## src/rtl/hist_xfer_pkg.sv

```systemverilog
// Shared types and constants for the histogram BRAM <-> SD transfer engine.
// Holds the FSM state enum, sector size, mode encodings and a log2 helper.
package hist_xfer_pkg;

  localparam int SECTOR_BYTES = 512;

  localparam logic MODE_SAVE = 1'b0;
  localparam logic MODE_LOAD = 1'b1;

  typedef enum logic [2:0] {
    S_IDLE      = 3'd0,
    S_ISSUE     = 3'd1,
    S_WAIT_BUSY = 3'd2,
    S_XFER      = 3'd3,
    S_NEXT      = 3'd4,
    S_FINISH    = 3'd5
  } state_e;

  function automatic int clog2(input int v);
    int r;
    r = 0;
    for (int i = 0; i < 31; i++) begin
      if ((1 << i) < v) r = i + 1;
    end
    return r;
  endfunction

endpackage

```

## src/rtl/byte_lane_mux.sv

```systemverilog
// Byte lane select/insert for one BRAM word, ordered by MSB_FIRST.
// Ports: word_i/idx_i/byte_i in; byte_o (selected lane), word_o (lane replaced).
module byte_lane_mux
  import hist_xfer_pkg::*;
#(
  parameter int DATA_W    = 16,
  parameter bit MSB_FIRST = 1'b1,
  parameter int LANE_W    = 1
) (
  input  logic [DATA_W-1:0] word_i,
  input  logic [LANE_W-1:0] idx_i,
  input  logic [7:0]        byte_i,
  output logic [7:0]        byte_o,
  output logic [DATA_W-1:0] word_o
);

  localparam int BPW = DATA_W / 8;

  logic [LANE_W-1:0] lane;
  int                sh;

  always_comb begin
    // Transfer index 0 maps to the top lane when MSB goes first.
    lane   = MSB_FIRST ? (LANE_W'(BPW - 1) - idx_i) : idx_i;
    sh     = 8 * int'(lane);
    byte_o = word_i[sh +: 8];
    word_o = word_i;
    word_o[sh +: 8] = byte_i;
  end

endmodule

```

## src/rtl/histogram_xfer.sv

```systemverilog
// Save/load a slot of SECTORS 512-byte sectors between histogram BRAM and SD.
// Ports: start/mode/slot cmd, mem_* BRAM port, sd_* controller, busy/done/err,
// cksum/cksum_exp. Optional running checksum under HIST_XFER_CKSUM_EN.
module histogram_xfer
  import hist_xfer_pkg::*;
#(
  parameter int DATA_W     = 16,
  parameter int SECTORS    = 4,
  parameter int SLOT_W     = 7,
  parameter int SLOT_SHIFT = 11,
  parameter bit MSB_FIRST  = 1'b1,
  parameter int TIMEOUT    = 1 << 20,
  parameter int ADDR_W     = clog2(SECTORS * 4096 / DATA_W)
) (
  input  logic              clk,
  input  logic              reset,
  input  logic              start,
  input  logic              mode,
  input  logic [SLOT_W-1:0] slot,
  output logic [ADDR_W-1:0] mem_addr,
  input  logic [DATA_W-1:0] mem_rdata,
  output logic [DATA_W-1:0] mem_wdata,
  output logic              mem_we,
  input  logic              sd_ready,
  output logic [31:0]       sd_address,
  output logic              sd_wr,
  output logic              sd_rd,
  output logic [7:0]        sd_din,
  input  logic              sd_ready_for_next_byte,
  input  logic [7:0]        sd_dout,
  input  logic              sd_byte_available,
  output logic              busy,
  output logic              done,
  output logic              err,
  output logic [15:0]       cksum,
  input  logic [15:0]       cksum_exp
);

  localparam int BPW    = DATA_W / 8;
  localparam int LANE_W = (BPW > 1) ? clog2(BPW) : 1;
  localparam int WPS    = SECTOR_BYTES * 8 / DATA_W;
  localparam int SEC_W  = (SECTORS > 1) ? clog2(SECTORS) : 1;

  state_e            state_q, state_d;
  logic              mode_q, mode_d;
  logic [SEC_W-1:0]  sec_q, sec_d;
  logic [31:0]       addr_q, addr_d;
  logic [ADDR_W-1:0] maddr_q, maddr_d;
  logic [9:0]        bidx_q, bidx_d;
  logic [LANE_W-1:0] lane_q, lane_d;
  logic [DATA_W-1:0] asm_q, asm_d;
  logic [DATA_W-1:0] wdata_q, wdata_d;
  logic              we_q, we_d;
  logic [7:0]        din_q, din_d;
  logic              wr_q, wr_d;
  logic              rd_q, rd_d;
  logic              busy_q, busy_d;
  logic              done_q, done_d;
  logic              err_q, err_d;
  logic [31:0]       tmo_q, tmo_d;
  logic [15:0]       cks_q, cks_d;
  logic              rfnb_q, bav_q;

  logic              req_edge, bav_edge;
  logic              byte_edge, take;
  logic              last_lane, last_sec;
  logic              tmo_hit, timed;
  logic [7:0]        sel_byte;
  logic [DATA_W-1:0] ins_word;

  byte_lane_mux #(
    .DATA_W   (DATA_W),
    .MSB_FIRST(MSB_FIRST),
    .LANE_W   (LANE_W)
  ) u_lane (
    .word_i(mode_q ? asm_q : mem_rdata),
    .idx_i (lane_q),
    .byte_i(sd_dout),
    .byte_o(sel_byte),
    .word_o(ins_word)
  );

  assign req_edge  = sd_ready_for_next_byte & ~rfnb_q;
  assign bav_edge  = sd_byte_available & ~bav_q;
  assign byte_edge = (state_q == S_XFER) &
                     (mode_q ? bav_edge : req_edge);
  assign take      = byte_edge & (bidx_q < 10'd512);
  assign last_lane = (lane_q == LANE_W'(BPW - 1));
  assign last_sec  = (sec_q == SEC_W'(SECTORS - 1));
  assign tmo_hit   = (tmo_q == 32'(TIMEOUT - 1));
  assign timed     = (state_q == S_ISSUE) |
                     (state_q == S_WAIT_BUSY) |
                     (state_q == S_XFER);

  always_comb begin
    state_d = state_q;
    mode_d  = mode_q;
    sec_d   = sec_q;
    addr_d  = addr_q;
    maddr_d = maddr_q;
    bidx_d  = bidx_q;
    lane_d  = lane_q;
    asm_d   = asm_q;
    wdata_d = wdata_q;
    we_d    = 1'b0;
    din_d   = din_q;
    wr_d    = wr_q;
    rd_d    = rd_q;
    busy_d  = busy_q;
    done_d  = 1'b0;
    err_d   = err_q;
    cks_d   = cks_q;

    // A load write advances the address one cycle after the strobe.
    if (we_q) maddr_d = maddr_q + 1'b1;

    unique case (state_q)
      S_IDLE: begin
        if (start) begin
          mode_d  = mode;
          addr_d  = 32'(slot) << SLOT_SHIFT;
          sec_d   = '0;
          maddr_d = '0;
          bidx_d  = '0;
          lane_d  = '0;
          err_d   = 1'b0;
          cks_d   = '0;
          busy_d  = 1'b1;
          state_d = S_ISSUE;
        end
      end
      S_ISSUE: begin
        if (sd_ready) begin
          wr_d    = (mode_q == MODE_SAVE);
          rd_d    = (mode_q == MODE_LOAD);
          state_d = S_WAIT_BUSY;
        end else if (tmo_hit) begin
          err_d   = 1'b1;
          busy_d  = 1'b0;
          done_d  = 1'b1;
          state_d = S_FINISH;
        end
      end
      S_WAIT_BUSY: begin
        if (!sd_ready) begin
          wr_d    = 1'b0;
          rd_d    = 1'b0;
          state_d = S_XFER;
        end else if (tmo_hit) begin
          wr_d    = 1'b0;
          rd_d    = 1'b0;
          err_d   = 1'b1;
          busy_d  = 1'b0;
          done_d  = 1'b1;
          state_d = S_FINISH;
        end
      end
      S_XFER: begin
        if (take) begin
          bidx_d = bidx_q + 10'd1;
          lane_d = last_lane ? '0 : lane_q + 1'b1;
          if (mode_q == MODE_SAVE) begin
            din_d = sel_byte;
            if (last_lane) maddr_d = maddr_q + 1'b1;
          end else begin
            asm_d = ins_word;
            if (last_lane) begin
              wdata_d = ins_word;
              we_d    = 1'b1;
            end
          end
        end
        if (sd_ready) begin
          state_d = S_NEXT;
        end else if (tmo_hit && !byte_edge) begin
          err_d   = 1'b1;
          busy_d  = 1'b0;
          done_d  = 1'b1;
          state_d = S_FINISH;
        end
      end
      S_NEXT: begin
        if (last_sec) begin
          busy_d  = 1'b0;
          done_d  = 1'b1;
          state_d = S_FINISH;
        end else begin
          sec_d   = sec_q + 1'b1;
          addr_d  = addr_q + 32'd512;
          bidx_d  = '0;
          lane_d  = '0;
          maddr_d = ADDR_W'((32'(sec_q) + 32'd1) * WPS);
          state_d = S_ISSUE;
        end
      end
      S_FINISH: begin
        state_d = S_IDLE;
      end
      default: begin
        state_d = S_IDLE;
      end
    endcase

`ifdef HIST_XFER_CKSUM_EN
    if (take) begin
      cks_d = cks_q + {8'h00, (mode_q ? sd_dout : sel_byte)};
    end
    if (state_q == S_NEXT && last_sec &&
        mode_q == MODE_LOAD && cks_q != cksum_exp) begin
      err_d = 1'b1;
    end
`else
    cks_d = '0;
`endif

    // Counter restarts on any state change or counted byte edge.
    if (!timed || state_d != state_q || byte_edge) tmo_d = '0;
    else tmo_d = tmo_q + 32'd1;
  end

`ifndef HIST_XFER_CKSUM_EN
  logic unused_cksum_exp;
  assign unused_cksum_exp = ^cksum_exp;
`endif

  always_ff @(posedge clk or negedge reset) begin
    if (!reset) begin
      state_q <= S_IDLE;
      mode_q  <= 1'b0;
      sec_q   <= '0;
      addr_q  <= '0;
      maddr_q <= '0;
      bidx_q  <= '0;
      lane_q  <= '0;
      asm_q   <= '0;
      wdata_q <= '0;
      we_q    <= 1'b0;
      din_q   <= '0;
      wr_q    <= 1'b0;
      rd_q    <= 1'b0;
      busy_q  <= 1'b0;
      done_q  <= 1'b0;
      err_q   <= 1'b0;
      tmo_q   <= '0;
      cks_q   <= '0;
      rfnb_q  <= 1'b0;
      bav_q   <= 1'b0;
    end else begin
      state_q <= state_d;
      mode_q  <= mode_d;
      sec_q   <= sec_d;
      addr_q  <= addr_d;
      maddr_q <= maddr_d;
      bidx_q  <= bidx_d;
      lane_q  <= lane_d;
      asm_q   <= asm_d;
      wdata_q <= wdata_d;
      we_q    <= we_d;
      din_q   <= din_d;
      wr_q    <= wr_d;
      rd_q    <= rd_d;
      busy_q  <= busy_d;
      done_q  <= done_d;
      err_q   <= err_d;
      tmo_q   <= tmo_d;
      cks_q   <= cks_d;
      rfnb_q  <= sd_ready_for_next_byte;
      bav_q   <= sd_byte_available;
    end
  end

  assign mem_addr   = maddr_q;
  assign mem_wdata  = wdata_q;
  assign mem_we     = we_q;
  assign sd_address = addr_q;
  assign sd_wr      = wr_q;
  assign sd_rd      = rd_q;
  assign sd_din     = din_q;
  assign busy       = busy_q;
  assign done       = done_q;
  assign err        = err_q;
  assign cksum      = cks_q;

endmodule

```

## config.mk

```make
export PLATFORM = sky130hd
export DESIGN_NAME = histogram_xfer
export DESIGN_NICKNAME = d
export VERILOG_FILES = /design/src/rtl/hist_xfer_pkg.sv /design/src/rtl/byte_lane_mux.sv /design/src/rtl/histogram_xfer.sv
export SDC_FILE = /design/constraint.sdc
export NUM_CORES = 1
export LEC_CHECK = 0
export CAP_MARGIN = 25
export CORE_MARGIN = 1
export CORE_UTILIZATION = 55
export CTS_CLUSTER_SIZE = 25
export DETAILED_ROUTE_END_ITERATION = 10
export PLACE_DENSITY = 0.92
export SYNTH_ARGS = -nofsm -noshare
export SYNTH_HDL_FRONTEND = slang
export SYNTH_HIERARCHICAL = 1
export SYNTH_SLANG_ARGS = --single-unit
```

## constraint.sdc

```tcl
create_clock -name clk -period 6.5 [get_ports clk]
set_input_delay 1.625 -clock clk [delete_from_list [all_inputs] [get_ports clk]]
set_output_delay 1.625 -clock clk [all_outputs]
set_load 0.01 [all_outputs]
```

# ---- Word-level counts from Yosys, hierarchy flattened
# Cells that the tools add are included.
dict set report word_totals {
  reg_bits 139
  inputBits 54
}
dict set report classes {
  reduce_logical 20
  n_lt_le_gt_ge 1
  n_addsub 9
  muxes 65
  bitwise 9
  eq_ne 17
  n_shift 3
}
# op count
set ops {}
lappend ops {{$mux 32} 3}
lappend ops {{$mux 10} 9}
lappend ops {{$pmux 32 s2} 1}
lappend ops {{$pmux 10 s3} 2}
lappend ops {{$neg 4->33} 1}
lappend ops {{$shift 8x33->16 const A} 1}
lappend ops {{$shiftx 8x33->16} 1}
lappend ops {{$add 32x1->32 const B} 1}
lappend ops {{$add 32x10->32 const B} 1}
lappend ops {{$eq 32x20->1 const B} 1}
lappend ops {{$mux 1} 31}
lappend ops {{$mux 3} 7}
lappend ops {{$add 10x1->10 const B} 2}
lappend ops {{$bwmux 16} 1}
lappend ops {{$mux 16} 1}
lappend ops {{$ne 2x2->1 const B} 8}
lappend ops {{$shiftx 16x5->8} 1}
lappend ops {{$pmux 3 s5} 1}
lappend ops {{$reduce_and 3->1} 4}
lappend ops {{$lt 10x10->1 const B} 1}
lappend ops {{$pmux 1 s4} 2}
lappend ops {{$reduce_and 4->1} 2}
lappend ops {{$reduce_and 7->1} 1}
lappend ops {{$eq 3x2->1 const B} 2}
lappend ops {{27 further kinds} 39}

# ---- Depth between registers and ports, before layout
dict set report logic_depth {
  word_depth 13
  depth_mapped 8
  ltp_nobuf 6
}

# ---- Modules after synthesis
# The synthesis kept the hierarchy.
# mod area_per_inst_um2 cells_each n_inst seq_area_each_um2
set modules_own_cells {}
lappend modules_own_cells {histogram_xfer 6475.0 629 1 3253.1}
lappend modules_own_cells {byte_lane_mux 396.6 27 1 0.0}

# ---- Worst setup path after synthesis
# Ideal clock, no wire load.
dict set report synth_path {
  path_type {input to register}
  start {in start}
  end {reg addr_q[30] (netlist: sd_address[30])}
  arrival_ps 2911
  path_stages 5
  t_required_ps 6422
  setup_slack_ps 3511
  setup_ps 78
  path_buffers 0
  path_cell_list {nor2b_1 > o2111ai_1 > or2_1 > or4_1 > a21oi_1}
}
dict set report synth_via {
  elab_chain_len 2
}
# item line_no
set synth_rtl {}
lappend synth_rtl {{start, declared} histogram_xfer.sv:17} ;# input logic start,
lappend synth_rtl {{$ne 2x2->1 (no source line)} n/a}
lappend synth_rtl {{$reduce_and 3->1 (no source line)} n/a}
lappend synth_rtl {{end signal, assigned} histogram_xfer.sv:252} ;# addr_q <= addr_d;
lappend synth_rtl {{end, declared} histogram_xfer.sv:47} ;# logic [31:0] addr_q, addr_d;
# No other way between the ends.
# A chain may end at the register's enable or synchronous reset.

# ---- Worst setup path in the final report
# Same ends and word-level chain as after synthesis.

==> run metrics <==
worst path required time 6.84 ns; Synth area leaders dfrtp_1, mux2_2, mux2_4; Max VDD drop 0.000297 V; largest family of logic cells by synthesized area simple AND/OR/NAND/NOR gates; Netlist cell types 55; status finished clean; vias in the first global route 5350; GRT overflow 0; period utilization 57.8%; GP Congestion 0.811; Comb power frac 31.5%; setup tns final 0 ns; Yosys top cell by area dfrtp_1; Seq/Total Area, Yosys 47.3%; Core Region 12100 sq um; Root Buffer clkbuf_16; CTS tree done; GRT Total Usage 26.3%; Routed Antenna Nets 0; Final Hold Fails 0; Gates resized, CTS repair 0; Ys Warns 6; final setup fails 0; area occupied by multi-input gates 3290 sq um; synth cell count leaders dfrtp_1, nor2_1, mux2_2; FMAX 0.266 GHz; initial antenna violation count 0; CTS buffer count 17; starting density of the core 56.7%; vias 5282; Synth Area in Simple Gates 18.3%; Max Clock Skew 0.00830 ns; Setup Fix Bufs, Post-CTS 0; synthesized instance count 656; Int Pwr 2.17 mW; Core Rows 40; element type at the critical path start primary input; # fillers 816; slowest CP cell o2111ai_1; CTS Buffer Depth 2; async set-reset flop share out of synthesis 100%; die width 114 microns; I/O pin total 142; post-DP HPWL 10.4 mm; die area 12900 sq um; worst slew pin tran 1.05 ns; clock power share 31.3%; Slew Limit Fails 0; DRC viols 0; diode count 0; area growth from synthesis to layout 23.3%; Synth Area in Compound Gates 6.65%; placed cells 895; type of the worst min-delay path flop to flop; share of post-route cells with drive strength above 1 15.0%; kind of critical path primary input to flop; fin nets 806; xor/xnor share of the synthesized area 6.37%; post-synthesis adder-cell area fraction 0.910%; clock sink count 130; Net Sw Frac 31.3%; RSZ-0062 raised after global routing no; pin count of the biggest net entering global routing 76; prevailing post-synth register cell dfrtp_1; clock slew seen by the registers of the worst setup and hold paths 0.06 ns; static leakage power 3.71 nW; Final min period 3.76 ns; max incr delay on CP 0.56 ns; Synth Register Bits 130; Initial DRC Count 470; Syn Area/Cell 10.5 sq um; first-pass GRT wire length 26.3 mm; mux cell area share after synthesis 14.3%; CP cell instances clkdlybuf4s50_1 > nor2b_1 > o2111ai_1 > or2_1 > or4_1 > a21oi_1; P_sw 987 uW; Yosys top cell area share 47.3%; Pre-Repair DR Iteration Count 5; most frequent cell after synthesis dfrtp_1; Vias/cell 5.69; max_cap viols 0; Power Dens Cells 372 nW/um^2; WL/cell 17.2 microns; clock latency at the later pin of the worst-skew pair 0.42 ns; Post-Layout Cell Count 928; Sequential Power Share 37.2%; Crit. End Element flop; port bufs 100; Routed WL 15.9 mm; Die H 114 microns; CP Max Fanout 13; Max-slew headroom 29.7%; synthesized area 6870 sq um; H-tree depth 4; Reg area 3250 sq um; CP arrival 4.10 ns; hold buffer count at cts 0; number of synthesized flops with an enable pin 0
-- metrics by stage --
step | power, mW | hold slack (ns) | worst slack [ns] | util [%] | instance area (sq um)
after CTS | 3.15 | 0.495 | 2.73 | 69.7 | 8450
after global routing | 3.31 | 0.515 | 2.60 | 70.0 | 8470
after floorplan | 1.79 | 0.450 | 3.51 | - | 6960
after detailed placement | 2.14 | 0.480 | 2.35 | 64.6 | 7830
final | 3.16 | 0.493 | 2.74 | 70.0 | 8470
after global placement | 2.08 | 0.463 | 2.48 | 64.6 | 7820
-- routing by layer --
| metal | GRT usage, % | up-vias | wire [microns] |
|---|---|---|---|
| met5 | 0 | - | 0 |
| met1 | 30.6 | 2615 | 6380 |
| met2 | 46.4 | 193 | 8360 |
| met4 | 11.9 | 0 | 416 |
| li1 | - | 2437 | - |
| met3 | 5.84 | 37 | 760 |
-- critical path: cells and delay by family --
family,cells,cell delay [ns]
buffers and inverters,1,0.51
AND/OR/NAND/NOR,3,1.25
AO/OA/AOI/OAI,2,0.73
-- registers in the layout, summed over array words and instances, names as in the netlist, 3 cells and up --
register    cells
mem_addr       10
mem_wdata      16
sd_address     23
tmo_q          32
bidx_q         10
state_q         3
asm_q          16
sd_din          8
-- path summary, 6_finish.rpt --
| check | slack (ns) | from | depth (start not counted) | endpoint |
|---|---|---|---|---|
| setup / recovery | 2.74 | start | 6 | sd_address[30]$_DFFE_PN0P_ |
| hold / removal | 0.49 | sec_q[1]$_DFFE_PN0P_ | 2 | sec_q[1]$_DFFE_PN0P_ |
| setup reg to reg | 3.74 | mode_q$_DFFE_PN0P_ | 4 | asm_q[6]$_DFFE_PN0P_ |
| hold reg to reg | 0.49 | sec_q[1]$_DFFE_PN0P_ | 2 | sec_q[1]$_DFFE_PN0P_ |
| max in group asynchronous | 3.88 | reset | 2 | sd_address[21]$_DFFE_PN0P_ |
| min in group asynchronous | 1.35 | reset | 1 | mem_wdata[2]$_DFFE_PN0P_ |
-- cells in the final DEF (no fill, tap or decap), types with 7 or more instances in the layout --
master / n
nor2_1: 71
clkdlybuf4s50_1: 99
a21oi_1: 26
nand2_1: 41
mux2_1: 10
nand4_1: 17
and4_1: 7
conb_1: 25
or3_1: 7
dfrtp_1: 130
xnor2_1: 24
nor4_1: 11
nor3_1: 10
inv_1: 14
mux2_4: 20
xor2_1: 26
clkbuf_16: 17
nand3_1: 32
o21ai_0: 25
mux2_2: 50
and3_1: 14
-- power by group through the flow --
stage	sequential [mW]	clock (mW)	combinational, mW
after global placement	1.16	0	0.911
after detailed placement	1.18	0	0.956
after CTS	1.17	1.00	0.972
final	1.17	0.988	0.993
after floorplan	1.16	0	0.625
after global routing	1.20	1.04	1.07
-- area by class of cell --
cell class | count | area share [%]
sequential | 130 | 38.4
inverter | 14 | 0.620
tap | 168 | 2.48
timing repair buffer | 104 | 12.4
clock inverter | 9 | 1.51
clock buffer | 23 | 5.76
multi-input combinational | 480 | 38.9
-- kinds of logic (layout without fill, tap and decap cells) --
logic type,count (synthesis),after routing
muxes,81,81
other,1,25
buffers and inverters,70,150
xor gates and xnor gates,50,50
AOI/OAI and AO/OA,79,79
adders and majority gates,5,5
and+or+nand+nor,240,240
DFF,130,130
Power figures use the tool's default switching activity.
